[src/rtl/sudoku_session_ctrl.sv]
// Top-level session sequencer for the Sudoku board.
// Clears the 81-cell board, runs cursor-based puzzle entry, hands the board
// port to the solver while solving, then allows read-only result browsing.
// Ports:
//   Clk, Reset                 clock, async active-high reset
//   Start/Prev/Next/Enter      debounced single-cycle button pulses
//   InputValue                 digit to enter (0 = blank)
//   SolveReq/SolveDone/Fail    solver handshake
//   SlvWe/SlvAddr/SlvWData     solver memory request, SlvGnt = solver owns port
//   MemAddr/MemWe/MemWData/MemFixedWr/MemRData   board RAM port
//   Row/Col/CurValue           cursor position and registered digit at cursor
//   Clear/Entry/Solve/Disp/Fail  one-hot state flags
module sudoku_session_ctrl #(
  parameter int unsigned SOLVE_TIMEOUT = 0,
  parameter int unsigned TMO_W         = 24
) (
  input  logic             Clk,
  input  logic             Reset,
  input  logic             Start,
  input  logic             Prev,
  input  logic             Next,
  input  logic             Enter,
  input  logic [3:0]       InputValue,
  output logic             SolveReq,
  input  logic             SolveDone,
  input  logic             SolveFail,
  input  logic             SlvWe,
  input  logic [6:0]       SlvAddr,
  input  logic [3:0]       SlvWData,
  output logic             SlvGnt,
  output logic [6:0]       MemAddr,
  output logic             MemWe,
  output logic [3:0]       MemWData,
  output logic             MemFixedWr,
  input  logic [3:0]       MemRData,
  output logic [3:0]       Row,
  output logic [3:0]       Col,
  output logic [3:0]       CurValue,
  output logic             Clear,
  output logic             Entry,
  output logic             Solve,
  output logic             Disp,
  output logic             Fail
);

  localparam int unsigned ST_W = 5;
  localparam int unsigned AW   = 7;
  localparam int unsigned DW   = 4;
  localparam int unsigned CW   = 4;

  localparam int unsigned S_CLEAR = 0;
  localparam int unsigned S_ENTRY = 1;
  localparam int unsigned S_SOLVE = 2;
  localparam int unsigned S_DISP  = 3;
  localparam int unsigned S_FAIL  = 4;

  localparam logic [ST_W-1:0] ST_CLEAR = 5'b00001;
  localparam logic [ST_W-1:0] ST_ENTRY = 5'b00010;
  localparam logic [ST_W-1:0] ST_SOLVE = 5'b00100;
  localparam logic [ST_W-1:0] ST_DISP  = 5'b01000;
  localparam logic [ST_W-1:0] ST_FAIL  = 5'b10000;

  localparam logic [AW-1:0] LAST_CELL = 7'd80;
  localparam logic [CW-1:0] MAX_RC    = 4'd8;
  localparam logic [DW-1:0] MAX_DIGIT = 4'd9;

  logic [ST_W-1:0]  state_q, state_d;
  logic [AW-1:0]    clr_q, clr_d;
  logic [CW-1:0]    row_q, row_d, col_q, col_d;
  logic [DW-1:0]    cur_q, cur_d;
  logic [TMO_W-1:0] tmo_q, tmo_d;
  logic             wr_q, wr_d;
  logic [DW-1:0]    wdata_q, wdata_d;
  logic             fixed_q, fixed_d;

  logic             tmo_hit;
  logic             browse;
  logic             mv_en;
  logic [AW-1:0]    ui_addr;

  assign tmo_hit = (SOLVE_TIMEOUT != 0) && (tmo_q == TMO_W'(SOLVE_TIMEOUT - 1));
  assign browse  = state_q[S_DISP] | state_q[S_FAIL];
  // Cursor moves only when no higher-priority button is active this cycle.
  assign mv_en   = (state_q[S_ENTRY] & ~Start & ~Enter) | (browse & ~Enter);
  assign ui_addr = AW'(row_q) * AW'(9) + AW'(col_q);

  // State register
  always_ff @(posedge Clk or posedge Reset) begin
    if (Reset) state_q <= ST_CLEAR;
    else       state_q <= state_d;
  end

  // Next-state logic
  always_comb begin
    state_d = state_q;
    if (state_q[S_CLEAR]) begin
      if (clr_q == LAST_CELL) state_d = ST_ENTRY;
    end else if (state_q[S_ENTRY]) begin
      if (Start) state_d = ST_SOLVE;
    end else if (state_q[S_SOLVE]) begin
      // Failure outranks success; a solver response outranks the timeout.
      if (SolveFail)      state_d = ST_FAIL;
      else if (SolveDone) state_d = ST_DISP;
      else if (tmo_hit)   state_d = ST_FAIL;
    end else if (browse) begin
      if (Enter) state_d = ST_CLEAR;
    end else begin
      state_d = ST_CLEAR;
    end
  end

  // Datapath registers
  always_ff @(posedge Clk or posedge Reset) begin
    if (Reset) begin
      clr_q   <= '0;
      row_q   <= '0;
      col_q   <= '0;
      cur_q   <= '0;
      tmo_q   <= '0;
      wr_q    <= 1'b0;
      wdata_q <= '0;
      fixed_q <= 1'b0;
    end else begin
      clr_q   <= clr_d;
      row_q   <= row_d;
      col_q   <= col_d;
      cur_q   <= cur_d;
      tmo_q   <= tmo_d;
      wr_q    <= wr_d;
      wdata_q <= wdata_d;
      fixed_q <= fixed_d;
    end
  end

  // Datapath next values: clear sweep, cursor, entry write, timeout, read-back
  always_comb begin
    clr_d   = '0;
    row_d   = row_q;
    col_d   = col_q;
    cur_d   = cur_q;
    tmo_d   = '0;
    wr_d    = 1'b0;
    wdata_d = '0;
    fixed_d = 1'b0;

    if (state_q[S_CLEAR]) begin
      clr_d = (clr_q == LAST_CELL) ? '0 : clr_q + AW'(1);
      row_d = '0;
      col_d = '0;
    end

    if (state_q[S_SOLVE]) tmo_d = tmo_q + TMO_W'(1);

    if (state_q[S_ENTRY] && !Start && Enter && (InputValue <= MAX_DIGIT)) begin
      wr_d    = 1'b1;
      wdata_d = InputValue;
      fixed_d = (InputValue != '0);
    end

    if (browse && Enter) begin
      row_d = '0;
      col_d = '0;
    end

    // Row-major stepping with wrap at both ends; both buttons cancel out.
    if (mv_en && (Next ^ Prev)) begin
      if (Next) begin
        if (col_q == MAX_RC) begin
          col_d = '0;
          row_d = (row_q == MAX_RC) ? '0 : row_q + CW'(1);
        end else begin
          col_d = col_q + CW'(1);
        end
      end else begin
        if (col_q == '0) begin
          col_d = MAX_RC;
          row_d = (row_q == '0) ? MAX_RC : row_q - CW'(1);
        end else begin
          col_d = col_q - CW'(1);
        end
      end
    end

    if (state_q[S_ENTRY] || browse) cur_d = MemRData;
  end

  // Board port arbitration and outputs
  always_comb begin
    MemAddr    = ui_addr;
    MemWe      = 1'b0;
    MemWData   = '0;
    MemFixedWr = 1'b0;
    if (state_q[S_SOLVE]) begin
      MemAddr  = SlvAddr;
      MemWe    = SlvWe;
      MemWData = SlvWData;
    end else if (state_q[S_CLEAR]) begin
      // Strobe held off while reset is asserted.
      MemAddr = clr_q;
      MemWe   = ~Reset;
    end else begin
      MemWe      = wr_q;
      MemWData   = wdata_q;
      MemFixedWr = fixed_q;
    end
  end

  assign SolveReq = state_q[S_SOLVE];
  assign SlvGnt   = state_q[S_SOLVE];
  assign Clear    = state_q[S_CLEAR];
  assign Entry    = state_q[S_ENTRY];
  assign Solve    = state_q[S_SOLVE];
  assign Disp     = state_q[S_DISP];
  assign Fail     = state_q[S_FAIL];
  assign Row      = row_q;
  assign Col      = col_q;
  assign CurValue = cur_q;

endmodule

[config.mk]
export PLATFORM = sky130hd
export DESIGN_NAME = sudoku_session_ctrl
export DESIGN_NICKNAME = d
export VERILOG_FILES = /design/src/rtl/sudoku_session_ctrl.sv
export SDC_FILE = /design/constraint.sdc
export NUM_CORES = 1
export LEC_CHECK = 0
export ABC_AREA = 1
export CAP_MARGIN = 25
export CORE_MARGIN = 2
export CORE_UTILIZATION = 50
export DETAILED_ROUTE_END_ITERATION = 10
export PLACE_DENSITY = 0.82
export SLEW_MARGIN = 20
export SYNTH_ARGS = -nofsm -noshare
export SYNTH_HDL_FRONTEND = slang
export SYNTH_SLANG_ARGS = --single-unit
[constraint.sdc]
create_clock -name Clk -period 3.2 [get_ports Clk]
set_input_delay 0.32 -clock Clk [delete_from_list [all_inputs] [get_ports Clk]]
set_output_delay 0.32 -clock Clk [all_outputs]
set_load 0.05 [all_outputs]
==> impl_metrics.env <==
export IMPL_cp_common_cell="nand2_1"
export IMPL_ir_drop_v=0.000278
export IMPL_routabilityCongestion=0.884
export IMPL_drt_iter0_markers=127
export IMPL_critPathKind="flop to primary output"
export IMPL_setup_tns_ns=0
export IMPL_fin_nets=418
export IMPL_worst_setup_path_end_kind="primary output"
export IMPL_r2r_cells=7
export IMPL_syn_inst=313
export IMPL_yosys_warnings=0
export IMPL_drcViolationCount=0
export IMPL_yosysSeqAreaShare=0.337
export IMPL_r2r_start="state_q[0]"
export IMPL_vias=2219
export IMPL_ys_ff_latch=30
export IMPL_cp_endpoint="MemAddr[4]"
export IMPL_layout_drive_gt1_share=0.0885
export IMPL_p_total_mw=0.813
export IMPL_mostFrequentLayoutCell="nand2_1"
export IMPL_min_path_type="input port to async pin"
export IMPL_final_max_slew_viol_count=0
export IMPL_viasPerCell=5.22
export IMPL_timing_final_crit_share=0.888
export IMPL_place_hpwl_mm=4.33
export IMPL_die_w_um=70.8
export IMPL_h_tree_depth=2
export IMPL_cts_root_buf="clkbuf_8"
export IMPL_numCtsBuffers=5
export IMPL_cts_tree="yes"
export IMPL_cts_setup_buffers=0
export IMPL_critPathRequiredTime_ns=2.88
export IMPL_ant_nets=0
export IMPL_overflow=0
export IMPL_port_buffers=59
export IMPL_synth_avg_cell_area_um2=7.14
export IMPL_wirelength_mm=5.60
export IMPL_critPathTopFamily="adder cells"
export IMPL_worstPathCellList="ha_1 -> ha_1 -> ha_1 -> inv_1 -> nand2_1 -> nand2_1 -> or2_2 -> nand3_1 -> nand2_1 -> nand2_1 -> buf_12"
export IMPL_grt_pass1_vias=2068
export IMPL_slowest_delay_ns=0.50
export IMPL_grtUsageTotal=0.227
export IMPL_max_slew_margin=0.595
export IMPL_syn_nets=359
export IMPL_grt_max_degree=31
export IMPL_critPathBufInv=2
export IMPL_dr_pass1_iters=4
export IMPL_rrSetupSlack_ns=1.41
export IMPL_post_synth_main_area_contributors="dfrtp_1 32%, nand2_1 14%, ha_1 9.5%"
export IMPL_rsz0062_at_grt="false"
export IMPL_p_leak_nw=1.52
export IMPL_start_util=0.516
export IMPL_synth_cell_area_um2=2230
export IMPL_cp_arrival_ns=2.52
export IMPL_final_cell_mix="82 x nand2_1, 53 x clkdlybuf4s50_1, 39 x inv_1"
export IMPL_setup_viol=0
export IMPL_worstSkewPairLatency_ns=0.29
export IMPL_num_rows=24
export IMPL_cts_sinks=30
export IMPL_clk_pin_slew_worst_paths_ns=0.07
export IMPL_num_fill_cells=378
export IMPL_max_cap_violations=0
export IMPL_hold_viol=0
export IMPL_critPathLaunch="Row[3]"
export IMPL_slowest_stage="dfrtp_1"
export IMPL_synth_top_area_share=0.325
export IMPL_synth_top_area_cell="dfrtp_1"
export IMPL_coreArea_um2=4320
export IMPL_grt_pass1_wl_mm=9.14
export IMPL_r2r_end="Row[3]"
export IMPL_finClkSkew_ns=0.00671
export IMPL_outcome="finished, final reports clean"
export IMPL_clockBufferDepth=2
export IMPL_p_per_area_nw_per_um2=276
export IMPL_worstSetupStartpointType="flop"
export IMPL_crit_fanout=9
export IMPL_max_freq_mhz=352
export IMPL_die_area_um2=5020
export IMPL_tightest_slew_ns=0.607
export IMPL_wl_per_cell_um=13.2
export IMPL_cp_depth=11
export IMPL_io_pins=60
export IMPL_antenna_found_initial=0
export IMPL_ys_types=33
export IMPL_final_min_clock_period_ns=2.84
export IMPL_diodes=0
export IMPL_die_y_um=70.8
export IMPL_synthToLayoutAreaGrowth_pct=31.8
==> layer usage <==
metal  global-route usage  part of all wire
met1                0.295              0.44
met3               0.0556             0.072
met2                0.384              0.48
met4               0.0524            0.0082
met5                    0                 0
==> registers in the layout, indices dropped and copies added, names as in the netlist <==
signal    cells
clr_q         7
state_q       5
Col           4
CurValue      4
Row           4
wdata_q       4
fixed_q       1
wr_q          1
==> tightest hold or removal path, cell delays in order <==
cell and delay, ns:
clkdlybuf4s50_1 0.41, inv_1 0.09, buf_4 0.37
==> kinds of logic after synthesis <==
| kind of cell | count (synthesis) | share of synthesized area |
|---|---|---|
| multiplexers | 4 | 0.0202 |
| buffers and inverters | 51 | 0.101 |
| XOR/XNOR | 6 | 0.0235 |
| AND/OR/NAND/NOR | 165 | 0.317 |
| AO/OA/AOI/OAI | 39 | 0.0975 |
| flip-flops | 30 | 0.337 |
| adder cells (fa/ha/maj) | 18 | 0.104 |
==> Yosys cell counts <==
| master | instances |
|---|---|
| inv_1 | 39 |
| clkinv_4 | 1 |
| fa_1 | 1 |
| o21ai_1 | 2 |
| xnor2_1 | 2 |
| o31ai_1 | 1 |
| nor2_1 | 35 |
| a21oi_1 | 17 |
| nand2_1 | 82 |
| o21ai_2 | 2 |
| nor3_1 | 3 |
| nand3b_1 | 2 |
| ha_1 | 17 |
| or2_2 | 1 |
| dfstp_2 | 1 |
| a31oi_1 | 1 |
| nand4_1 | 5 |
| inv_2 | 1 |
| mux2_2 | 4 |
| buf_6 | 2 |
| buf_4 | 2 |
| xor2_1 | 4 |
| clkbuf_1 | 1 |
| o211ai_1 | 3 |
| buf_2 | 5 |
| nand2_2 | 2 |
| a21oi_2 | 1 |
| dfrtp_1 | 29 |
| nor2_2 | 2 |
| nand3_2 | 1 |
| nand3_1 | 31 |
| o21ai_0 | 12 |
| nor2_4 | 1 |
==> where the power goes <==
part | switching [mW] | internal, mW
sequential | 0 | 0.379
combinational | 0.0592 | 0.0503
clock | 0.152 | 0.173
total | 0.211 | 0.602
==> metrics by stage <==
stage               hold WS (ns)  cell area (um2)  instances  setup slack [ns]   util
floorplan                  0.418             2230        313             0.337      -
global placement           0.488             2850        417             0.384  0.658
detailed placement         0.496             2850        417             0.309  0.658
CTS                        0.497             2940        425           0.00332  0.680
global route               0.523             2940        425             0.206  0.681
finish                     0.484             2940        425             0.359  0.681
==> worst min-delay path by stage <==
stage,cells past startpoint,endpoint,startpoint
4_1_cts,3,state_q[3],Reset
3_5_place_dp,1,CurValue[0],CurValue[0]
3_3_place_gp,1,CurValue[0],CurValue[0]
6_report,3,state_q[3],Reset
2_1_floorplan,1,Col[0],Reset
5_1_grt,1,CurValue[1],CurValue[1]
==> layout make-up <==
class / count / area (um2) / area share
Clock buffer: 6 / 82.6 / 0.0281
Clock inverter: 2 / 12.5 / 0.00425
Inverter: 41 / 159 / 0.0540
Multi-Input combinational cell: 232 / 1260 / 0.427
Sequential cell: 30 / 752 / 0.256
Tap cell: 52 / 65.1 / 0.0221
Timing Repair Buffer: 62 / 616 / 0.209
==> repair_timing <==
item	CTS	global route
hold buffers	0	0
gates resized for setup	0	1
setup endpoints to repair	0	1
No activity file was read; power rests on OpenSTA's default activity.
